## src/rtl/apb_rr_master_ctrl.sv

```systemverilog
// APB master front-end: round-robin arbitration of NB_REQ req/gnt ports onto one
// peripheral APB bus, with fixed address decode and an ACCESS-phase timeout.
module apb_rr_master_ctrl #(
  parameter int NB_REQ         = 2,
  parameter int NB_SLAVE       = 3,
  parameter int APB_ADDR_WIDTH = 32,
  parameter int APB_DATA_WIDTH = 32,
  parameter int TIMEOUT_CYCLES = 16
) (
  input  logic                               clk,
  input  logic                               rst,
  input  logic [NB_REQ-1:0]                  req_i,
  input  logic [NB_REQ*APB_ADDR_WIDTH-1:0]   addr_i,
  input  logic [NB_REQ-1:0]                  we_i,
  input  logic [NB_REQ*APB_DATA_WIDTH-1:0]   wdata_i,
  output logic [NB_REQ-1:0]                  gnt_o,
  output logic [NB_REQ-1:0]                  rvalid_o,
  output logic [APB_DATA_WIDTH-1:0]          rdata_o,
  output logic                               err_o,
  output logic [APB_ADDR_WIDTH-1:0]          paddr,
  output logic [APB_DATA_WIDTH-1:0]          pwdata,
  output logic                               pwrite,
  output logic [NB_SLAVE-1:0]                psel,
  output logic                               penable,
  input  logic [NB_SLAVE*APB_DATA_WIDTH-1:0] prdata,
  input  logic [NB_SLAVE-1:0]                pready,
  input  logic [NB_SLAVE-1:0]                pslverr
);

  // state  | meaning
  // IDLE   | arbitrate; while gnt_o is high, dispatch the latched request
  // SETUP  | APB setup phase (psel, no penable)
  // ACCESS | APB access phase, wait for pready or timeout
  // RESP   | one-cycle rvalid_o pulse to the winner

  localparam int RW = (NB_REQ > 1) ? $clog2(NB_REQ) : 1;
  localparam int SW = (NB_SLAVE > 1) ? $clog2(NB_SLAVE) : 1;
  localparam int CW = $clog2(TIMEOUT_CYCLES + 1);
  localparam logic [APB_ADDR_WIDTH-1:0] MAP_BASE = APB_ADDR_WIDTH'(32'h2100_0000);
  localparam logic [APB_ADDR_WIDTH-1:0] MAP_SIZE = APB_ADDR_WIDTH'(NB_SLAVE * 4096);

  typedef enum logic [1:0] {IDLE, SETUP, ACCESS, RESP} state_t;

  state_t                    state_q, state_d;
  logic [RW-1:0]             rr_ptr, rr_d;
  logic [RW-1:0]             win_q, win_d;
  logic [SW-1:0]             slv_q, slv_d;
  logic                      hit_q, hit_d;
  logic [CW-1:0]             cnt_q, cnt_d;

  logic [NB_REQ-1:0]         gnt_d, rvalid_d;
  logic [APB_DATA_WIDTH-1:0] rdata_d, pwdata_d;
  logic                      err_d, pwrite_d, penable_d;
  logic [APB_ADDR_WIDTH-1:0] paddr_d;
  logic [NB_SLAVE-1:0]       psel_d;

  logic [RW-1:0]             win, idx;
  logic                      any_req;
  logic [APB_ADDR_WIDTH-1:0] win_addr, win_off;
  logic                      win_hit;
  logic [SW-1:0]             win_slv;

  // Scan downwards so the nearest requester at or after rr_ptr wins last.
  always_comb begin
    win     = rr_ptr;
    idx     = rr_ptr;
    any_req = 1'b0;
    for (int i = NB_REQ - 1; i >= 0; i--) begin
      idx = RW'((int'(rr_ptr) + i) % NB_REQ);
      if (req_i[idx]) begin
        win     = idx;
        any_req = 1'b1;
      end
    end
  end

  assign win_addr = addr_i[win*APB_ADDR_WIDTH +: APB_ADDR_WIDTH];
  assign win_off  = win_addr - MAP_BASE;
  assign win_hit  = (win_off < MAP_SIZE);
  assign win_slv  = win_off[12 +: SW];

  always_comb begin
    state_d   = state_q;
    rr_d      = rr_ptr;
    win_d     = win_q;
    slv_d     = slv_q;
    hit_d     = hit_q;
    cnt_d     = cnt_q;
    gnt_d     = '0;
    rvalid_d  = '0;
    rdata_d   = rdata_o;
    err_d     = err_o;
    paddr_d   = paddr;
    pwdata_d  = pwdata;
    pwrite_d  = pwrite;
    psel_d    = '0;
    penable_d = 1'b0;

    case (state_q)
      IDLE: begin
        if (|gnt_o) begin
          if (hit_q) begin
            state_d       = SETUP;
            psel_d[slv_q] = 1'b1;
          end else begin
            state_d         = RESP;
            rvalid_d[win_q] = 1'b1;
            rdata_d         = '0;
            err_d           = 1'b1;
          end
        end else if (any_req) begin
          gnt_d[win] = 1'b1;
          win_d      = win;
          rr_d       = (win == RW'(NB_REQ - 1)) ? '0 : win + 1'b1;
          paddr_d    = win_addr;
          pwrite_d   = we_i[win];
          pwdata_d   = wdata_i[win*APB_DATA_WIDTH +: APB_DATA_WIDTH];
          hit_d      = win_hit;
          slv_d      = win_slv;
        end
      end
      SETUP: begin
        state_d       = ACCESS;
        psel_d[slv_q] = 1'b1;
        penable_d     = 1'b1;
        cnt_d         = '0;
      end
      ACCESS: begin
        if (pready[slv_q]) begin
          state_d         = RESP;
          rvalid_d[win_q] = 1'b1;
          rdata_d         = pwrite ? '0 : prdata[slv_q*APB_DATA_WIDTH +: APB_DATA_WIDTH];
          err_d           = pslverr[slv_q];
          cnt_d           = '0;
        end else if (cnt_q + 1'b1 == CW'(TIMEOUT_CYCLES)) begin
          state_d         = RESP;
          rvalid_d[win_q] = 1'b1;
          rdata_d         = '0;
          err_d           = 1'b1;
          cnt_d           = '0;
        end else begin
          cnt_d         = cnt_q + 1'b1;
          psel_d[slv_q] = 1'b1;
          penable_d     = 1'b1;
        end
      end
      RESP: begin
        state_d = IDLE;
      end
      default: begin
        state_d = IDLE;
      end
    endcase
  end

  always_ff @(posedge clk or posedge rst) begin
    if (rst) begin
      state_q <= IDLE;
    end else begin
      state_q <= state_d;
    end
  end

  // Every output is a flop fed from the next-state decode above.
  always_ff @(posedge clk or posedge rst) begin
    if (rst) begin
      rr_ptr   <= '0;
      win_q    <= '0;
      slv_q    <= '0;
      hit_q    <= 1'b0;
      cnt_q    <= '0;
      gnt_o    <= '0;
      rvalid_o <= '0;
      rdata_o  <= '0;
      err_o    <= 1'b0;
      paddr    <= '0;
      pwdata   <= '0;
      pwrite   <= 1'b0;
      psel     <= '0;
      penable  <= 1'b0;
    end else begin
      rr_ptr   <= rr_d;
      win_q    <= win_d;
      slv_q    <= slv_d;
      hit_q    <= hit_d;
      cnt_q    <= cnt_d;
      gnt_o    <= gnt_d;
      rvalid_o <= rvalid_d;
      rdata_o  <= rdata_d;
      err_o    <= err_d;
      paddr    <= paddr_d;
      pwdata   <= pwdata_d;
      pwrite   <= pwrite_d;
      psel     <= psel_d;
      penable  <= penable_d;
    end
  end

endmodule

```

## config.mk

```make
export PLATFORM = sky130hd
export DESIGN_NAME = apb_rr_master_ctrl
export DESIGN_NICKNAME = d
export VERILOG_FILES = /design/src/rtl/apb_rr_master_ctrl.sv
export SDC_FILE = /design/constraint.sdc
export NUM_CORES = 1
export LEC_CHECK = 0
export BUFFER_PORTS_ARGS = -buffer_cell sky130_fd_sc_hd__buf_2
export CAP_MARGIN = 20
export CORE_UTILIZATION = 25
export DETAILED_ROUTE_END_ITERATION = 8
export HOLD_SLACK_MARGIN = 0.05
export PLACE_DENSITY = 0.48
export SETUP_SLACK_MARGIN = 0.4
export SYNTH_ARGS = -nofsm -noshare
export SYNTH_HDL_FRONTEND = slang
export SYNTH_SLANG_ARGS = --single-unit
```

## constraint.sdc

```tcl
create_clock -name clk -period 10.8 [get_ports clk]
set_input_delay 1.62 -clock clk [delete_from_list [all_inputs] [get_ports clk]]
set_output_delay 1.62 -clock clk [all_outputs]
set_load 0.005 [all_outputs]
```

Yosys cells after proc, flatten, opt, wreduce, memory -nomap -nowiden --
Index checks and enable logic that the tools add are counted.
Storage, ports and cells: register bits 118, bits in latches 0, RAM bits 0, ROM bits 0, input port bits 236, output and inout bits 106, memories kept 0
Operators by class: add/subtract/negate cells 4, multipliers 0, div/mod/pow operators 0, order comparisons 9, eq/ne operators 7, shift operators 3, muxes and demuxes 56, bitwise operators 1, reduce and logical (&&, ||, !) cells 10
Operator list (number):
- $mux W32 | 5
- $shiftx A64 B7 Y32 | 2
- $shiftx A96 B8 Y32 | 1
- $pmux W32 S2 | 1
- $lt A32 B14 Y1 const B | 1
- $sub A32 B30 Y32 const B | 1
- $mux W1 | 22
- $mux W2 | 11
- $mux W3 | 4
- $mux W5 | 2
- $pmux W5 S2 | 1
- $pmux W3 S3 | 1
- $lt A1 B2 Y1 const B | 4
- $pmux W2 S4 | 1
- $add A5 B1 Y5 const B | 1
- $eq A5 B5 Y1 const B | 1
- $bmux W1 S2 | 2
- $eq A2 B2 Y1 const B | 2
- $ne A2 B2 Y1 const B | 2
- $pmux W1 S2 | 2
- $pmux W2 S2 | 1
- $reduce_and A4 Y1 | 1
- $reduce_bool A2 Y1 | 2
- $logic_and A1 B1 Y1 | 3
- 13 further kinds | 16

Logic depth before layout (Yosys ltp) --
Gate-level depths: netlist of run 1.
word-level depth 12, depth in mapped cells 9, mapped depth without buffers 7

Least setup slack after synthesis of run 1 --
OpenSTA, ideal clock, no wires.
kind input-to-reg, from in pready[2], to reg err_o, library setup time 0.127 ns, data arrival time 2.714 ns, data required time 10.673 ns, setup slack 7.959 ns, stages on the path 6, path buffers 1, cell sequence mux2i_1 > o211ai_2 > a21oi_4 > or2_1 > buf_6 > mux2_1
Between the ends: cells in the longest elaborated chain, start to end 4, elaborated cells between the ends (all ways) 6, those cells by class eq/ne (1); mux (4); reduce/logical (1)
RTL lines:
- from (decl) | RTL line 26 | input logic [NB_SLAVE-1:0] pready,
- $bmux W1 S2 (*) | RTL line 129 | if (pready[slv_q]) begin
- $mux W1 (implied by the code) (*) | RTL line 129
- $ne A3 B3 Y1 (no line) / $mux W1 (equally long branches)
- $reduce_and A4 Y1 (no line) / $pmux W1 S2 (equally long branches)
- to (signal assigned) | RTL line 190 | err_o <= err_d;
- to (decl) | RTL line 19 | output logic err_o,
Mark *: on every way between the ends. The rest lies on a longest branch, timed or not. The select of a mux whose other input is x is not followed. A chain may end at the register's enable or synchronous reset.

Final worst setup path of run 1 --
Ends and elaborated chain as after synthesis.

==> results of run 1 <==
metal layers:
layer | routed length, um | vias to the layer above | share of wire, % | global-route usage, %
li1 | - | 2817 | - | -
met1 | 8440 | 2557 | 41 | 18.4
met2 | 9790 | 277 | 47 | 28.1
met3 | 2210 | 16 | 11 | 6.10
met4 | 229 | 0 | 1.1 | 5.22
met5 | 0 | - | 0 | 0
cell type report:
class | count | area [um^2] | share of cell area [%]
Sequential cell | 116 | 2900 | 33.3
Tap cell | 319 | 399 | 4.58
Clock buffer | 19 | 453 | 5.19
Clock inverter | 13 | 173 | 1.98
Multi-Input combinational cell | 438 | 2870 | 32.9
Inverter | 40 | 153 | 1.75
Timing Repair Buffer | 349 | 1770 | 20.3
synthesized netlist by cell type, types with 2 or more instances:
library cell	number	area share (%)
nor2_1	2	0.12
nand2_1	138	8.4
a31oi_1	3	0.31
o21a_1	3	0.37
o21ai_1	29	2.4
buf_2	14	1.1
nand2b_1	2	0.20
nand3_1	3	0.24
and3_1	2	0.20
o21ai_0	78	6.4
buf_1	3	0.18
o22ai_1	2	0.20
buf_12	3	0.98
and2b_1	2	0.24
nor2b_1	2	0.20
a211oi_1	2	0.24
inv_1	39	2.4
nor4b_1	4	0.57
clkbuf_1	20	1.2
a21oi_1	5	0.41
dfrtp_1	116	47
ha_1	5	1.0
mux2i_1	132	22
nor4_1	6	0.61
worst paths after layout:
path | startpoint | endpoint | slack (ns) | cells past startpoint
min reg2reg | win_q$_DFFE_PP0P_ | rvalid_o[0]$_DFF_PP0_ | 0.47 | 1
min in group asynchronous | rst | pwdata[12]$_DFFE_PP0P_ | 1.30 | 2
max in group asynchronous | rst | paddr[13]$_DFFE_PP0P_ | 8.10 | 3
min | win_q$_DFFE_PP0P_ | rvalid_o[0]$_DFF_PP0_ | 0.47 | 1
max | pready[2] | err_o$_DFFE_PP0P_ | 7.40 | 6
max reg2reg | paddr[13]$_DFFE_PP0P_ | err_o$_DFFE_PP0P_ | 7.72 | 6
sequential cells by signal, indices dropped and copies added (netlist names):
| signal | cells |
|---|---|
| gnt_o | 2 |
| win_q | 1 |
| penable | 1 |
| cnt_q | 5 |
| rr_ptr | 1 |
| rdata_o | 32 |
| paddr | 32 |
| err_o | 1 |
| pwrite | 1 |
| psel | 3 |
| state_q | 2 |
| pwdata | 32 |
| rvalid_o | 2 |
| hit_q | 1 |
power by group:
part | internal, mW | switching, mW
registers | 0.625 | 0.102
clock network | 0.378 | 0.220
logic | 0.425 | 0.563
total | 1.43 | 0.885
kinds of logic (layout without fill, tap and decap cells):
family	count (synthesis)	count (layout)	synth area share [%]
muxes	134	134	22.0
and+or+nand+nor	169	169	11.9
AOI/OAI and AO/OA	129	129	11.4
buffers and inverters	82	421	6.28
adders and majority gates	6	6	1.18
DFF	116	116	47.3
metrics by stage:
stage               hold WS (ns)  std cells  util (%)
global placement           0.458       1262      34.1
CTS                        0.478       1294      36.7
floorplan                  0.415        636         -
global route               0.499       1294      36.7
finish                     0.467       1294      36.7
detailed placement         0.465       1262      34.1
layout by cell type (no fill, tap or decap), drive strengths merged, types with 2 or more instances in the layout:
master / Yosys / final
bufinv: 0 / 3
buf: 22 / 349
nand2b: 2 / 2
nor3: 2 / 2
a31oi: 3 / 3
dfrtp: 116 / 116
a21oi: 6 / 6
and3: 2 / 2
and2b: 2 / 2
nor4b: 4 / 4
mux2i: 132 / 132
a211oi: 2 / 2
clkinv: 0 / 3
nor4: 6 / 6
o22ai: 2 / 2
nand2: 138 / 138
clkinvlp: 0 / 4
clkbuf: 20 / 19
inv: 40 / 43
nor3b: 2 / 2
o21a: 3 / 3
nor2b: 2 / 2
o21ai: 107 / 107
nor2: 2 / 2
nand3: 3 / 3
mux2: 2 / 2
ha: 5 / 5
worst max-delay path, stage by stage:
cell and delay, ns:
buf_2 0.12, mux2i_1 0.28, o211ai_2 0.19, a21oi_4 0.22, or2_2 0.86, mux2_1 0.38
==> metrics, run 1 <==
status finished, final reports clean; WL final slightly above 20 mm; min-delay worst type reg -> reg; final setup TNS 0 ns; final instance area 0.00872 mm^2; Cells after Synth between 600 and 700; Total Nets Final 1203; root buffer cell clkbuf_16; worst slack at placement between 6 and 7 ns; Worst Setup End Kind flop; Crit Path Category in -> reg; DR iter-0 viols 218; Reg clk slew, reported paths roughly 0.060 ns; largest net degree at the start of global routing 71; clock tree sinks 116; DRT antenna net count 0; hold buffers post-CTS 0; via density per instance 4.38; initial cell density of the core between 20 and 30%; first-pass GRT wire length 30.5 mm; Crit path arrival time 3.70 ns; # diodes 0; CP Launch Type input pin; TritonCTS clock tree done; Final period util 31.5%; Final setup viols 0; die area approximately 0.025 mm^2; Die H about 160 um; yosys warns 0; Seq cells post-synth 116; Final WS setup 7.40 ns; Syn Area/Cell roughly 9.6 um^2; Max VDD drop 0.158 mV; Port Buffers 341; Power Total 2.31 mW; placed inst area 0.00810 mm^2; IO Pins 342; Post-synth top flop dfrtp_1; Die Wd 159 um; fmax 0.294 GHz; Skew-Pair Late Insertion Delay 0.41 ns; via count about 5700; core area 0.0238 mm^2; Netlist cell types 45; Final Max Tran Viols 0; Worst Path Required 11.09 ns; Num CTS Buffers 17; DR DRC count 0; Area Growth Syn to Fin 42.1%; initial antenna violation count 1; post-route minimum period 3.40 ns; Slew @ Worst Pin ~1.1 ns; wire per inst 16.0 um; Final Hold Fails 0; Slew HR 28.4%; RSZ-0062 raised after global routing false; Power Dens Cells about 270 mW/mm^2; FILL cells about 2500; DP HPWL 15.9 mm; GRT overflow 0; synthesized area about 0.006 mm^2; post-cts sizing count 0; Post-CTS Setup Inserts 0; sequential fraction of the synthesis area 47.3%; H-tree depth 4; Clock Skew ~0.011 ns; GPL Wtd Cong 0.771; Synth Net Count between 800 and 900; Overall Global Routing Usage 16.3%; EDFF count, synth 0; CP Max Fanout 33; vias in the first global route 5633; leakage 4.68 nW; Clock Path Buffers 2; MaxCap Viol Count 0; Initial DRT Pass Iterations 6; fraction of registers with async set/reset 100%; layout cells sized above 1 about two fifths; Site Rows 56
(Power assumes the default switching activity.)
==> run 2, diff against run 1 <==
Clock period 10.8 ns to 3.35 ns, I/O delays scaled along.
==> metrics, run 2 (synthesis results as in run 1) <==
status finished, final reports clean (unchanged); initial antenna violation count 2 (was 1); Most common cell on crit path mux2i_1; sequential share of power 31.9% (was 31.4%); Final WS setup 1.01 ns (was 7.40 ns); # diodes 0 (unchanged); Port Buffers 341 (unchanged); Die H 159 um (unchanged); first-pass GRT wire length 30.3 mm (was 30.5 mm); MaxCap Viol Count 0 (unchanged); DR DRC count 0 (unchanged); post-route minimum period 2.34 ns; Final Hold Fails 0 (unchanged); number of stages on the worst setup path 6 (unchanged); placed inst area 0.00815 mm^2 (was 0.00810 mm^2); Power Total 7.47 mW (was 2.31 mW); RR Endpoint rdata_o[0]$_DFFE_PP0P_ (was err_o$_DFFE_PP0P_); CP delay by family, top multiplexers (was simple AND/OR/NAND/NOR gates); critical path capture point rdata_o[0]$_DFFE_PP0P_ (was err_o$_DFFE_PP0P_); via density per instance 4.33 (was 4.38); DRT antenna net count 0 (unchanged); largest net degree at the start of global routing 81 (was 71); DP HPWL 16.2 mm (was 15.9 mm); Final period util 69.9%; Area Growth Syn to Fin 42.9% (was 42.1%); reg2reg start paddr[13]$_DFFE_PP0P_ (unchanged); Worst Setup End Kind flop (unchanged); vias in the first global route 5389 (was 5633); initial cell density of the core 25.8% (unchanged); via count 5621 (was 5667); flop2flop setup slack 1.01 ns (was 7.72 ns); Initial DRT Pass Iterations 4 (was 6); Worst Path Required 3.68 ns (was 11.09 ns); post-cts sizing count 0 (unchanged); GPL Wtd Cong 0.821 (was 0.771); Crit. Startpoint paddr[13]$_DFFE_PP0P_ (was pready[2]); GRT overflow 0 (unchanged); Min Hold Slack 0.168 ns (was 0.467 ns); Slew @ Worst Pin 0.721 ns (was 1.07 ns); NetSw 2.83 mW (was 885 uW); clock tree sinks 116 (unchanged); slowest stage delay, CP 0.57 ns (was 0.86 ns); Logic pwr share 42.3% (was 42.7%); Skew-Pair Late Insertion Delay 0.42 ns (was 0.41 ns); layout cells sized above 1 40.4% (was 40.3%); IO Pins 342 (unchanged); RSZ-0062 raised after global routing false (unchanged); final setup TNS 0 ns (unchanged); final instance area 0.00877 mm^2 (was 0.00872 mm^2); H-tree depth 4 (unchanged); Reg clk slew, reported paths 0.06 ns (about the same); worst-path cell with the longest stage delay dfrtp_2 (was or2_2); hold buffers post-CTS 0 (unchanged); FF-to-FF path depth 6 (unchanged); leakage 4.70 nW (was 4.68 nW); CP Launch Type flop (was input pin); Num CTS Buffers 17 (unchanged); Die Wd 159 um (unchanged); Final setup viols 0 (unchanged); Max VDD drop 0.335 mV (was 0.158 mV); DR iter-0 viols 216 (was 218); Final Max Tran Viols 0 (unchanged); fmax about 0.43 GHz; die area 0.0252 mm^2 (unchanged); worst-path cell chain mux2i_1, o211ai_2, a21oi_4, or2_2, buf_4, mux2i_1 (was buf_2, mux2i_1, o211ai_2, a21oi_4, or2_2, mux2_1); most frequent cells in the layout 341 x buf_2, 138 x nand2_1, 132 x mux2i_1 (unchanged); Finished Layout Cells 1298 (was 1294); worst slack at placement 0.981 ns (was 6.92 ns); Crit path arrival time 2.67 ns (was 3.70 ns); Slew HR 51.9% (was 28.4%); Clock Skew 0.0130 ns (was 0.0114 ns); min-delay worst type in -> async (was reg -> reg); Post-Route Utilization 36.9% (was 36.7%); Total Nets Final 1207 (was 1203); Sw Ratio 37.9% (was 38.3%); core area 0.0238 mm^2 (unchanged); Clock Path Buffers 2 (unchanged); wire per inst 16.0 um (about the same); placed insts 1266 (was 1262); most common cell after layout, fill and taps aside buf_2 (unchanged); clock share of power 25.8% (was 25.9%); largest registers paddr x32, pwdata x32, rdata_o x32 (unchanged); Overall Global Routing Usage 16.2% (was 16.3%); internal cell power 4.64 mW (was 1.43 mW); CP Max Fanout 28 (was 33); CP Buf/Inv Count 1 (unchanged); WL final 20.8 mm (was 20.7 mm); Site Rows 56 (unchanged); Crit Path Category reg -> reg (was in -> reg); root buffer cell clkbuf_16 (unchanged); Power Dens Cells 852 mW/mm^2 (was 265 mW/mm^2); Post-CTS Setup Inserts 0 (unchanged); TritonCTS clock tree done (unchanged)
==> run 2: layout make-up <==
type,instances,area [um^2]
timing repair buffer,353,1820
clock inverter,11,150
multi-input combinational,438,2870
inverter,40,154
tap,319,399
fill,2450,15000
clock buffer,21,470
sequential,116,2900
==> run 2: how the worst min path moves through the flow <==
stage	endpoint	cells past startpoint	slack [ns]
after floorplan	rvalid_o[0]$_DFF_PP0_	1	0.42
after global placement	rvalid_o[0]$_DFF_PP0_	1	0.46
after detailed placement	rvalid_o[0]$_DFF_PP0_	1	0.46
after CTS	paddr[5]$_DFFE_PP0P_	3	0.19
after global routing	paddr[5]$_DFFE_PP0P_	3	0.21
final	paddr[7]$_DFFE_PP0P_	3	0.17
==> run 2: metal layers <==
metal	part of all wire, %	GRT usage (%)	up-vias
li1	-	-	2833
met3	10	6.42	17
met2	47	27.0	249
met5	0.082	0	-
met1	42	19.1	2520
met4	0.91	4.90	2
==> run 2: power by group through the flow <==
stage | Clock (mW) | Combinational (mW) | Sequential (mW)
6_report | 1.93 | 3.16 | 2.38
5_1_grt | 2.05 | 3.59 | 2.46
4_1_cts | 1.98 | 3.25 | 2.39
3_5_place_dp | 0 | 3.26 | 2.39
3_3_place_gp | 0 | 3.25 | 2.39
2_1_floorplan | 0 | 2.03 | 2.39
==> run 2: tightest hold or removal path: stages <==
cell and delay (ns):
buf_2 0.11, clkinvlp_4 0.08, buf_12 0.29
